**src/rtl/seq_arith_pkg.sv**
```systemverilog
// Shared constants and state encoding for the sequential arithmetic unit.
package seq_arith_pkg;

    localparam logic [2:0] MODE_MUL = 3'b101;
    localparam logic [2:0] MODE_DIV = 3'b110;

    typedef enum logic [1:0] {
        IDLE,
        RUN,
        DONE
    } state_t;

endpackage

```
**src/rtl/addsub_n.sv**
```systemverilog
// N-bit ripple-carry adder/subtractor; sub inverts b so that a - b = a + ~b + 1
// when the caller also drives cin high.
module addsub_n #(
    parameter int N = 9
) (
    input  logic [N-1:0] a,
    input  logic [N-1:0] b,
    input  logic         sub,
    input  logic         cin,
    output logic [N-1:0] sum,
    output logic         cout
);

    logic [N-1:0] b_eff;

    generate
        for (genvar gi = 0; gi < N; gi++) begin : g_inv
            assign b_eff[gi] = b[gi] ^ sub;
        end
    endgenerate

    // One full-adder cell per bit; the carry is rippled through a loop variable.
    always_comb begin
        logic c;
        c   = cin;
        sum = '0;
        for (int i = 0; i < N; i++) begin
            sum[i] = a[i] ^ b_eff[i] ^ c;
            c      = (a[i] & b_eff[i]) | (c & (a[i] ^ b_eff[i]));
        end
        cout = c;
    end

endmodule

```
**src/rtl/seq_arith_unit.sv**
```systemverilog
// Multi-cycle unsigned shift-add multiplier / restoring divider with a
// start/busy/done handshake.
module seq_arith_unit
    import seq_arith_pkg::*;
#(
    parameter int WIDTH = 8
) (
    input  logic             clk,
    input  logic             rst,
    input  logic             start,
    input  logic [2:0]       mode,
    input  logic [WIDTH-1:0] op_a,
    input  logic [WIDTH-1:0] op_b,
    output logic [WIDTH-1:0] result_lo,
    output logic [WIDTH-1:0] result_hi,
    output logic             busy,
    output logic             done,
    output logic             err
);

    localparam int CW = $clog2(WIDTH + 1);
    localparam logic [CW-1:0] LAST_CNT = CW'(WIDTH - 1);

    state_t           state_reg, state_next;
    logic [CW-1:0]    cnt_reg;
    logic [2:0]       mode_reg;
    logic [WIDTH-1:0] opnd_reg;   // multiplicand (MUL) or divisor (DIV)
    logic [WIDTH-1:0] hi_reg;     // product high half / partial remainder
    logic [WIDTH-1:0] lo_reg;     // multiplier shifting out / quotient shifting in

    logic             is_div;
    logic             needs_run;
    logic             last_cnt;
    logic [WIDTH:0]   add_a, add_b, add_sum;
    logic             add_cout;
    logic [WIDTH-1:0] hi_next, lo_next;

    assign is_div    = (mode_reg == MODE_DIV);
    assign needs_run = (mode == MODE_MUL) || ((mode == MODE_DIV) && (op_b != '0));
    assign last_cnt  = (cnt_reg == LAST_CNT);

    always_ff @(posedge clk or posedge rst) begin
        if (rst) begin
            state_reg <= IDLE;
        end else begin
            state_reg <= state_next;
        end
    end

    always_comb begin
        state_next = state_reg;
        case (state_reg)
            IDLE:    if (start) state_next = needs_run ? RUN : DONE;
            RUN:     if (last_cnt) state_next = DONE;
            DONE:    state_next = IDLE;
            default: state_next = IDLE;
        endcase
    end

    always_comb begin
        busy = (state_reg != IDLE);
        done = (state_reg == DONE);
    end

    // DIV feeds the shifted remainder {rem, quot msb}; MUL feeds {0, acc_hi}
    // and adds the multiplicand only when the multiplier LSB is set.
    always_comb begin
        if (is_div) begin
            add_a = {hi_reg, lo_reg[WIDTH-1]};
            add_b = {1'b0, opnd_reg};
        end else begin
            add_a = {1'b0, hi_reg};
            add_b = lo_reg[0] ? {1'b0, opnd_reg} : '0;
        end
    end

    addsub_n #(.N(WIDTH + 1)) u_addsub (
        .a    (add_a),
        .b    (add_b),
        .sub  (is_div),
        .cin  (is_div),
        .sum  (add_sum),
        .cout (add_cout)
    );

    // For DIV, carry-out of the subtract means the difference is non-negative.
    always_comb begin
        if (is_div) begin
            hi_next = add_cout ? add_sum[WIDTH-1:0] : add_a[WIDTH-1:0];
            lo_next = {lo_reg[WIDTH-2:0], add_cout};
        end else begin
            hi_next = add_sum[WIDTH:1];
            lo_next = {add_sum[0], lo_reg[WIDTH-1:1]};
        end
    end

    always_ff @(posedge clk or posedge rst) begin
        if (rst) begin
            cnt_reg   <= '0;
            mode_reg  <= '0;
            opnd_reg  <= '0;
            hi_reg    <= '0;
            lo_reg    <= '0;
            result_lo <= '0;
            result_hi <= '0;
            err       <= 1'b0;
        end else begin
            case (state_reg)
                IDLE: begin
                    if (start) begin
                        mode_reg <= mode;
                        cnt_reg  <= '0;
                        hi_reg   <= '0;
                        err      <= 1'b0;
                        if (mode == MODE_DIV) begin
                            opnd_reg <= op_b;
                            lo_reg   <= op_a;
                        end else begin
                            opnd_reg <= op_a;
                            lo_reg   <= op_b;
                        end
                        if (!needs_run && (mode == MODE_DIV)) begin
                            result_lo <= '1;
                            result_hi <= op_a;
                            err       <= 1'b1;
                        end else begin
                            result_lo <= '0;
                            result_hi <= '0;
                        end
                    end
                end
                RUN: begin
                    cnt_reg <= cnt_reg + 1'b1;
                    hi_reg  <= hi_next;
                    lo_reg  <= lo_next;
                    if (last_cnt) begin
                        result_lo <= lo_next;
                        result_hi <= hi_next;
                    end
                end
                default: ;
            endcase
        end
    end

endmodule

```
**config.mk**
```make
export PLATFORM = sky130hd
export DESIGN_NAME = seq_arith_unit
export DESIGN_NICKNAME = d
export VERILOG_FILES = /design/src/rtl/seq_arith_pkg.sv /design/src/rtl/addsub_n.sv /design/src/rtl/seq_arith_unit.sv
export SDC_FILE = /design/constraint.sdc
export NUM_CORES = 1
export LEC_CHECK = 0
export CORE_UTILIZATION = 49
export DETAILED_ROUTE_END_ITERATION = 8
export PLACE_DENSITY = 0.88
export RECOVER_POWER = 25
export SYNTH_ARGS = -nofsm -noshare
export SYNTH_HDL_FRONTEND = slang
export SYNTH_SLANG_ARGS = --single-unit
export TNS_END_PERCENT = 50
```
**constraint.sdc**
```tcl
create_clock -name clk -period 4.24 [get_ports clk]
set_input_delay 0.848 -clock clk [delete_from_list [all_inputs] [get_ports clk]]
set_output_delay 0.848 -clock clk [all_outputs]
set_load 0.01 [all_outputs]
```
# After elaboration in Yosys (flattened, before gate mapping)
# Cells that the tools add are included.
dict set report op_classes {
  add_sub_neg 1
  mul 0
  div 0
  order_cmp 0
  eq_ne 8
  shift 0
  mux 27
  n_bitwise 54
  n_reduce_logical 12
}
# op count
set ops {}
lappend ops {{$mux 8} 15}
lappend ops {{$pmux 8 s2} 4}
lappend ops {{$xor 1x1->1} 26}
lappend ops {{$and 1x1->1} 18}
lappend ops {{$eq 3x3->1 const B} 3}
lappend ops {{$mux 9} 1}
lappend ops {{$or 1x1->1} 9}
lappend ops {{$pmux 4 s2} 1}
lappend ops {{$reduce_bool 8->1} 1}
lappend ops {{$mux 2} 3}
lappend ops {{$reduce_and 2->1} 3}
lappend ops {{$add 4x1->4 const B} 1}
lappend ops {{$eq 4x3->1 const B} 1}
lappend ops {{$mux 4} 1}
lappend ops {{$ne 2x2->1 const B} 2}
lappend ops {{$pmux 2 s2} 1}
lappend ops {{$reduce_bool 2->1} 2}
lappend ops {{$reduce_and 3->1} 1}
lappend ops {{$eq 2x1->1 const B} 1}
lappend ops {{$eq 2x2->1 const B} 1}
lappend ops {{$logic_and 1x1->1} 2}
lappend ops {{$logic_not 2->1} 1}
lappend ops {{$logic_not 1->1} 1}
lappend ops {{$logic_or 1x1->1} 1}
lappend ops {{other kinds (2)} 2}
dict set report word_totals {
  register_bits 50
  latchBits 0
  ram_bits 0
  rom_bits 0
  word_cells 111
  mem_count 0
}

# Longest topological paths before layout
# Gate-level depths: netlist of run 1.
dict set report logic_depth {
  depth_word 26
  ltp_mapped 22
}

# By module
# A second synthesis of run 1 with hierarchy kept.
dict set report unflattened {
  cells_unflattened 323
  hier_area_um2 2997.9
}
# module n_inst cells_each area_each_um2 seq_area_each_um2
set by_module_without_submodules {}
lappend by_module_without_submodules {seq_arith_unit 1 288 2667.6 1251.2}
lappend by_module_without_submodules {addsub_n 1 35 330.3 0.0}

# Least setup slack after synthesis of run 1
# Ideal clock, no wire load.
dict set report synth_path {
  kind {flip-flop to flip-flop}
  startpoint {reg mode_reg[0]}
  endpoint {reg result_hi[1]}
  arrival_time_ns 4.544
  t_required_ns 4.099
  setup_slack_ns -0.445
  stages_incl_launch_ff 22
  path_buffers 3
  synth_period_minus_slack_ns 4.685
  path_cell_list {dfrtp_1 > nand3b_1 > clkbuf_1 > clkbuf_1 > o21ai_0 > fa_1 > inv_1 > fa_1 > fa_1 > fa_1 > inv_1 > fa_1 > fa_1 > inv_1 > fa_1 > inv_1 > ha_1 > or2_2 > buf_2 > mux2_2 > o21ai_0 > a31oi_1}
}
dict set report synth_between {
  elab_chain_cells 26
  elab_cells_between_ends 54
  classes_between {1 x eq/ne; 6 x mux; 47 x bitwise}
}
# element line
set synth_rtl {}
lappend synth_rtl {{start, declared} seq_arith_unit.sv:26} ;# logic [2:0] mode_reg;
lappend synth_rtl {{start signal, assigned} seq_arith_unit.sv:111} ;# mode_reg <= mode;
lappend synth_rtl {{$eq 3x3->1 *} seq_arith_unit.sv:38} ;# assign is_div = (mode_reg == MODE_DIV);
lappend synth_rtl {{$mux 8} seq_arith_unit.sv:68} ;# if (is_div) begin
lappend synth_rtl {{$xor 1x1->1} addsub_n.sv:18} ;# assign b_eff[gi] = b[gi] ^ sub;
lappend synth_rtl {{$xor 1x1->1} addsub_n.sv:29} ;# c = (a[i] & b_eff[i]) | (c & (a[i] ^ b_eff[i]));
lappend synth_rtl {{$and 1x1->1} addsub_n.sv:29}
lappend synth_rtl {{$or 1x1->1} addsub_n.sv:29}
lappend synth_rtl {{$and 1x1->1} addsub_n.sv:29}
lappend synth_rtl {{$or 1x1->1} addsub_n.sv:29}
lappend synth_rtl {{[... 10 more ...]} n/a}
lappend synth_rtl {{$and 1x1->1} addsub_n.sv:29}
lappend synth_rtl {{$or 1x1->1} addsub_n.sv:29}
lappend synth_rtl {{$and 1x1->1} addsub_n.sv:29}
lappend synth_rtl {{$or 1x1->1} addsub_n.sv:29}
lappend synth_rtl {{$mux 8} seq_arith_unit.sv:89} ;# hi_next = add_cout ? add_sum[WIDTH-1:0] : add_a[WIDTH-1:0];
lappend synth_rtl {{$mux 8 *} seq_arith_unit.sv:88} ;# if (is_div) begin
lappend synth_rtl {{$mux 8 *} seq_arith_unit.sv:136} ;# if (last_cnt) begin
lappend synth_rtl {{$pmux 8 s2 *} seq_arith_unit.sv:108} ;# case (state_reg)
lappend synth_rtl {{end signal, assigned} seq_arith_unit.sv:124} ;# result_hi <= op_a;
lappend synth_rtl {{end signal, assigned} seq_arith_unit.sv:138} ;# result_hi <= hi_next;
lappend synth_rtl {{end, declared} seq_arith_unit.sv:15} ;# output logic [WIDTH-1:0] result_hi,
# Mark *: on every way between the ends. The rest lies on a longest branch, timed or not. The select of a mux whose other input is x is not followed.
# A chain may end at the register's enable or synchronous reset.

# Worst setup path in the final report of run 1
# Same ends and word-level chain as after synthesis.

==> impl_results.md, run 1 <==
- Antenna viol nets, final: 0
- Vias per cell: 5.99
- CP Class: register to register
- Mux contribution to synthesized area: 10.5%
- F_max: 236 MHz
- FFs w/ async S/R, synth: 100%
- Layout cells sized above 1: 19.1%
- Cell Rows: 27
- Core Box Area: 5570 µm²
- Clk buf depth: 2
- Post-place setup slack: 0.0827 ns
- Clock Latency Late Sink: between 0.3 and 0.4 ns
- Cells on worst reg2reg path: 20
- Synth Area in Simple Gates: between 10% and 20%
- Largest cells by area after synthesis: dfrtp_1, nand2_1, mux2i_1
- Hold Path Origin: err
- Port Buf Inserts: 40
- Slew headroom: -24.2%
- Final wirelength: 7450 µm
- Nets@finish: 387
- Antenna diodes: 0
- CTS buffer count: 5
- Critical path data required time: between 4 and 5 ns
- Final cell count without fillers: approximately 430
- Yosys Warn Count: 0
- Final Max Tran Viols: between 50 and 60
- Post-synthesis cell type count: 42
- Fin crit period: approximately 4.2 ns
- First-pass GRT wire length: 11600 µm
- Reg2reg setup slack: 0.006 ns
- Die area: 6180 µm²
- Worst setup EP type: register
- Most frequent cells after synthesis: nand2_1, dfrtp_1, nor2_1
- Via count: roughly 2600
- Overall power: approximately 2.6 mW
- Maxcap violations: 1
- DIE WIDTH: 78.6 µm
- Initial antenna violation count: 0
- Largest family of logic cells by synthesized area: simple AND/OR/NAND/NOR gates
- Sequential share of the synthesized area: 43.5%
- H-tree depth: 2
- Synth area leader: dfrtp_1
- Failing checks: capacitance limit, slew limit
- Hold Path Class: register to register
- Worst Clk Skew: 0.00939 ns
- Number of synthesized flops with an enable pin: 0
- Compound-Gate Fraction of Synth Area: 16.8%
- Syn Inst Count: 313
- Post-Synth Adder-Cell Area: 5.74%
- Number of global-route vias before repair: 2347
- DR iter-0 viols: 215
- PwrDens: 718 nW/µm²
- Routability cong.: 0.885
- Final setup viols: 0
- Starting Density: approximately half
- Global Route Usage Sum: between 20% and 30%
- Arr. time, crit path: 4.42 ns
- Hold depth: 1
- Total gr overflow: 0
- Peak VDD IR: about 0.47 mV
- Root buf cell: clkbuf_8
- Count leader, synth: nand2_1
- # IOs: slightly above 40
- Cells after DPL: 414
- FF-to-FF End: result_hi[1]
- Hold path endpoint: err
- CP startpoint kind: register
- CTS tree: built
- First-pass DRT Iterations: 4
- Final HPWL DP: between 5000 and 6000 µm
- Area Overhead vs Synth: 26.9%
- Post-Syn Area: 2880 µm²
- Leak pwr: 1.57 nW
- RR Startpoint: mode_reg[0]
- Xor/xnor cell area share of the yosys netlist: less than 1%
- Largest net degree at the start of global routing: 51
- Final Cycle Share: 99.9%
- Yosys top cell area share: between 40% and 50%
- Syn avg cell area: 9.19 µm²
- Yosys reg bits: 50
- CTS sink count: 50
- Fin. Hold Viols: 0
- Die H: about 80 µm
- Status: complete, but fails checks
- Synthesized Nets: 344
- Clock transition at path regs: 0.09 ns
- RSZ-0062 raised after global routing: yes
- Fin worst setup slack: 0.00616 ns
- DRC Markers: 0
- Worst Tran Pin Value: 1.86 ns
- Top FF cell, synth: dfrtp_1
- CP Max Fanout: 8
- WL/cell: 17.4 µm
cell families (layout without fill, tap and decap cells):
logic type | after synthesis | after routing
adder cells (fa/ha/maj) | 9 | 9
buffers and inverters | 28 | 71
AO/OA/AOI/OAI | 78 | 78
flip-flops | 50 | 50
XOR/XNOR | 2 | 2
AND/OR/NAND/NOR | 117 | 117
multiplexers | 29 | 29
worst max-delay path by stage:
stage / startpoint / end / slack, ns
floorplan: mode_reg[0] / result_hi[6] / -0.06
global placement: mode_reg[0] / result_hi[7] / 0.19
detailed placement: mode_reg[0] / result_hi[7] / 0.08
CTS: mode_reg[0] / result_hi[4] / 0.01
global route: mode_reg[0] / result_hi[4] / -0.19
finish: mode_reg[0] / result_hi[1] / 0.006
worst max-delay path: stages, from the launching register on:
cell,delay (ns)
dfrtp_1,0.39
and3b_2,0.29
a31oi_1,0.05
a31oi_1,0.20
fa_2,0.23
inv_2,0.04
fa_2,0.33
fa_2,0.35
fa_2,0.34
inv_2,0.07
fa_2,0.20
fa_2,0.19
inv_2,0.04
fa_2,0.32
inv_2,0.08
ha_4,0.14
or2_4,0.21
buf_6,0.12
mux2_4,0.29
o21ai_2,0.12
a31oi_1,0.09
placed cells by master, fill, tap and decap left out, types with 3 or more instances in the layout:
cell,netlist,layout
o22ai_1,5,5
fa_2,0,7
dfrtp_1,50,50
o22a_2,6,6
buf_6,0,3
inv_2,0,4
buf_4,0,12
nor3_1,8,7
a21o_1,4,4
o21ai_0,29,26
a21oi_1,11,11
nand3b_1,3,3
clkbuf_8,0,6
nor2_1,31,31
inv_1,8,4
nand2_1,56,54
mux2_2,9,7
a31oi_1,16,16
mux2i_1,20,20
clkdlybuf4s50_1,0,38
metal layers:
layer  part of all wire (%)  vias up  routed length, µm  GRT usage, %
met3                    8.0       23                595          5.12
met5                      0        -                  0             0
met2                     49      125               3620          39.2
met4                    3.3        0                248          11.9
li1                       -     1184                  -             -
met1                     40     1233               2990          32.9
stage by stage:
step | utilization, % | setup TNS, ns | area, µm² | hold WS (ns)
floorplan | - | -0.262 | 2970 | 0.448
global placement | 61.4 | 0 | 3420 | 0.466
detailed placement | 61.4 | 0 | 3420 | 0.472
CTS | 63.6 | 0 | 3550 | 0.495
global route | 65.5 | -1.06 | 3650 | 0.525
finish | 65.5 | 0 | 3650 | 0.487
where the power goes:
group	internal [mW]	total, mW	switching (mW)
clock network	0.189	0.346	0.157
registers	0.689	0.877	0.188
logic	0.653	1.40	0.745
timing repair:
item | CTS | global route
hold endpoints to repair | 0 | 0
pin swaps | 0 | 6
hold buffers | 0 | 0
setup buffers | 0 | 7
setup endpoints to repair | 1 | 14
gates resized for setup | 1 | 14
cell type report:
type | count | area, µm²
repair buffers | 56 | 528
flip-flops and latches | 50 | 1250
fillers | 437 | 1920
inverters | 8 | 30.0
clock buffers | 6 | 82.6
clock inverters | 1 | 30.0
multi-input cells | 235 | 1640
well taps | 72 | 90.1
No activity file was read; power rests on OpenSTA's default activity.
==> run 2, diff against run 1 <==
- PLACE_DENSITY: 0.88 -> 0.76
==> run 2 against run 1 <==
Compared with the run above: the flow still finishes with violations (capacitance limit, slew limit); global-route usage is 0.18 points lower; clock skew decreased by 0.00060 ns; maximum frequency rose by 1.8%; core utilization is 1.6 points lower; clock power down 11%; first-iteration DRC count decreased by 14%; die area stayed put; critical path depth is 1 lower; via count is 6.5% lower; critical endpoint is now result_hi[6]; largest power group unchanged.
==> impl_results.md, run 2 (synthesized netlist as in run 1, its figures left out) <==
- Final Max Tran Viols: 51 (unchanged)
- CP dominant cell by count: fa_2 (unchanged)
- Slowest Stage Delay on Critical Path: 0.40 ns (was 0.39 ns)
- Post-place setup slack: 0.120 ns (was 0.0827 ns)
- DR iter-0 viols: 185 (was 215)
- Leak pwr: 1.53 nW (was 1.57 nW)
- F_max: 241 MHz (was 236 MHz)
- CP Class: register to register (unchanged)
- CTS tree: built (unchanged)
- Fin. Hold Viols: 0 (unchanged)
- Routability cong.: 0.857 (was 0.885)
- Final wirelength: 6880 µm (was 7450 µm)
- Most common cell after layout, fill and taps aside: nand2_1 (unchanged)
- First-pass DRT Iterations: 4 (unchanged)
- Number of global-route vias before repair: 2301 (was 2347)
- Arr. time, crit path: 4.35 ns (was 4.42 ns)
- PwrDens: 697 nW/µm² (was 718 nW/µm²)
- Vias per cell: 5.66 (was 5.99)
- Most frequent cells in the layout: nand2_1, dfrtp_1, clkdlybuf4s50_1 (unchanged)
- Antenna diodes: 0 (unchanged)
- Hold WS: 0.495 ns (was 0.487 ns)
- Slew headroom: -25.1% (was -24.2%)
- Worst Path Buf+Inv: 4 (was 5)
- First-pass GRT wire length: 11600 µm (about the same)
- Largest net degree at the start of global routing: 51 (unchanged)
- Final setup viols: 0 (unchanged)
- Die H: 78.6 µm (unchanged)
- DIE WIDTH: 78.6 µm (unchanged)
- Final Cycle Share: 98.0% (was 99.9%)
- Final HPWL DP: 5010 µm (was 5060 µm)
- # IOs: 41 (unchanged)
- Clk buf depth: 2 (unchanged)
- Antenna viol nets, final: 0 (unchanged)
- TNS Setup: 0 ns (unchanged)
- Status: complete, but fails checks (unchanged)
- Final cell count without fillers: 424 (was 428)
- Cells after DPL: 414 (unchanged)
- Total gr overflow: 0 (unchanged)
- Hold_buf cts: 0 (unchanged)
- Fin crit period: 4.16 ns (was 4.23 ns)
- Hold Path Class: register to register (unchanged)
- CTS buffer count: 5 (unchanged)
- DRC Markers: 0 (unchanged)
- Root buf cell: clkbuf_8 (unchanged)
- Worst Clk Skew: 0.00879 ns (was 0.00939 ns)
- Register area: 1250 µm² (unchanged)
- Worst setup EP type: register (unchanged)
- Maxcap violations: 1 (unchanged)
- CTS sink count: 50 (unchanged)
- WL/cell: 16.2 µm (was 17.4 µm)
- Global Route Usage Sum: 24.8% (was 24.9%)
- Peak VDD IR: 0.367 mV (was 0.466 mV)
- RSZ-0062 raised after global routing: yes (unchanged)
- Die area: 6180 µm² (unchanged)
- Worst Tran Pin Value: 1.87 ns (was 1.86 ns)
- Port Buf Inserts: 40 (unchanged)
- CP startpoint kind: register (unchanged)
- Cell Rows: 27 (unchanged)
- Multi-input gate area: 1610 µm² (was 1640 µm²)
- Clock Latency Late Sink: 0.32 ns (was 0.31 ns)
- Critical path cell sequence: and3b_2 > a31oi_1 > a31oi_1 > fa_2 > inv_2 > fa_2 > fa_2 > fa_2 > inv_2 > fa_2 > fa_2 > inv_2 > fa_2 > inv_2 > ha_4 > or2_4 > mux2_4 > o21ai_2 > a31oi_1 (was and3b_2 > a31oi_1 > a31oi_1 > fa_2 > inv_2 > fa_2 > fa_2 > fa_2 > inv_2 > fa_2 > fa_2 > inv_2 > fa_2 > inv_2 > ha_4 > or2_4 > buf_6 > mux2_4 > o21ai_2 > a31oi_1)
- CP Max Fanout: 8 (unchanged)
- CP delay by family, top: adder cells (unchanged)
- Starting Density: 51.6% (unchanged)
- Clock transition at path regs: 0.10 ns (was 0.09 ns)
- Area Overhead vs Synth: 23.7% (was 26.9%)
- Nets@finish: 382 (was 387)
- Critical path data required time: 4.43 ns (about the same)
- Slowest-stage cell, CP: dfrtp_1 (unchanged)
- Core Box Area: 5570 µm² (unchanged)
- Fin worst setup slack: 0.0830 ns (was 0.00616 ns)
- Initial antenna violation count: 0 (unchanged)
- H-tree depth: 2 (unchanged)
- Fillers: 486 (was 437)
- Layout cells sized above 1: 17.9% (was 19.1%)
- Via count: 2398 (was 2565)
- Failing checks: capacitance limit, slew limit (unchanged)
[run 2: layer usage]
| layer | wire length, µm | GRT usage [%] | up-vias |
|---|---|---|---|
| met1 | 3270 | 36.2 | 1142 |
| li1 | - | - | 1174 |
| met3 | 362 | 5.00 | 13 |
| met4 | 150 | 9.44 | 0 |
| met2 | 3100 | 35.9 | 69 |
| met5 | 0 | 0 | - |
[run 2: repair_timing]
action,4_1_cts,5_1_grt
endpoints found under the setup margin,0,10
resized for setup,0,9
buffers inserted,0,2
[run 2: path summary, 6_finish.rpt]
check,from,to,slack [ns],depth (start not counted)
max in group asynchronous,rst,result_hi[7],1.58,2
max,mode_reg[0],result_hi[6],0.08,19
min in group asynchronous,rst,opnd_reg[7],1.56,2
min reg2reg,err,err,0.50,1
max reg2reg,mode_reg[0],result_hi[6],0.08,19
min,err,err,0.50,1
[run 2: power breakdown]
| group | switching, mW | internal [mW] |
|---|---|---|
| combinational | 0.689 | 0.612 |
| sequential | 0.184 | 0.689 |
| clock | 0.172 | 0.135 |
[run 2: area by class of cell]
cell class,instances,area share [%]
flip-flops and latches,50,35.2
inverters,8,0.844
clock inverters,2,0.457
repair buffers,51,13.5
multi-input cells,235,45.2
clock buffers,6,2.32
well taps,72,2.53
[run 2: per-stage QoR]
stage	util (%)	cell area (µm²)	power, mW
after floorplan	-	2970	1.72
after global placement	61.4	3420	2.09
after detailed placement	61.4	3420	2.13
after CTS	63.1	3520	2.43
after global routing	63.8	3560	2.67
final	63.8	3560	2.48
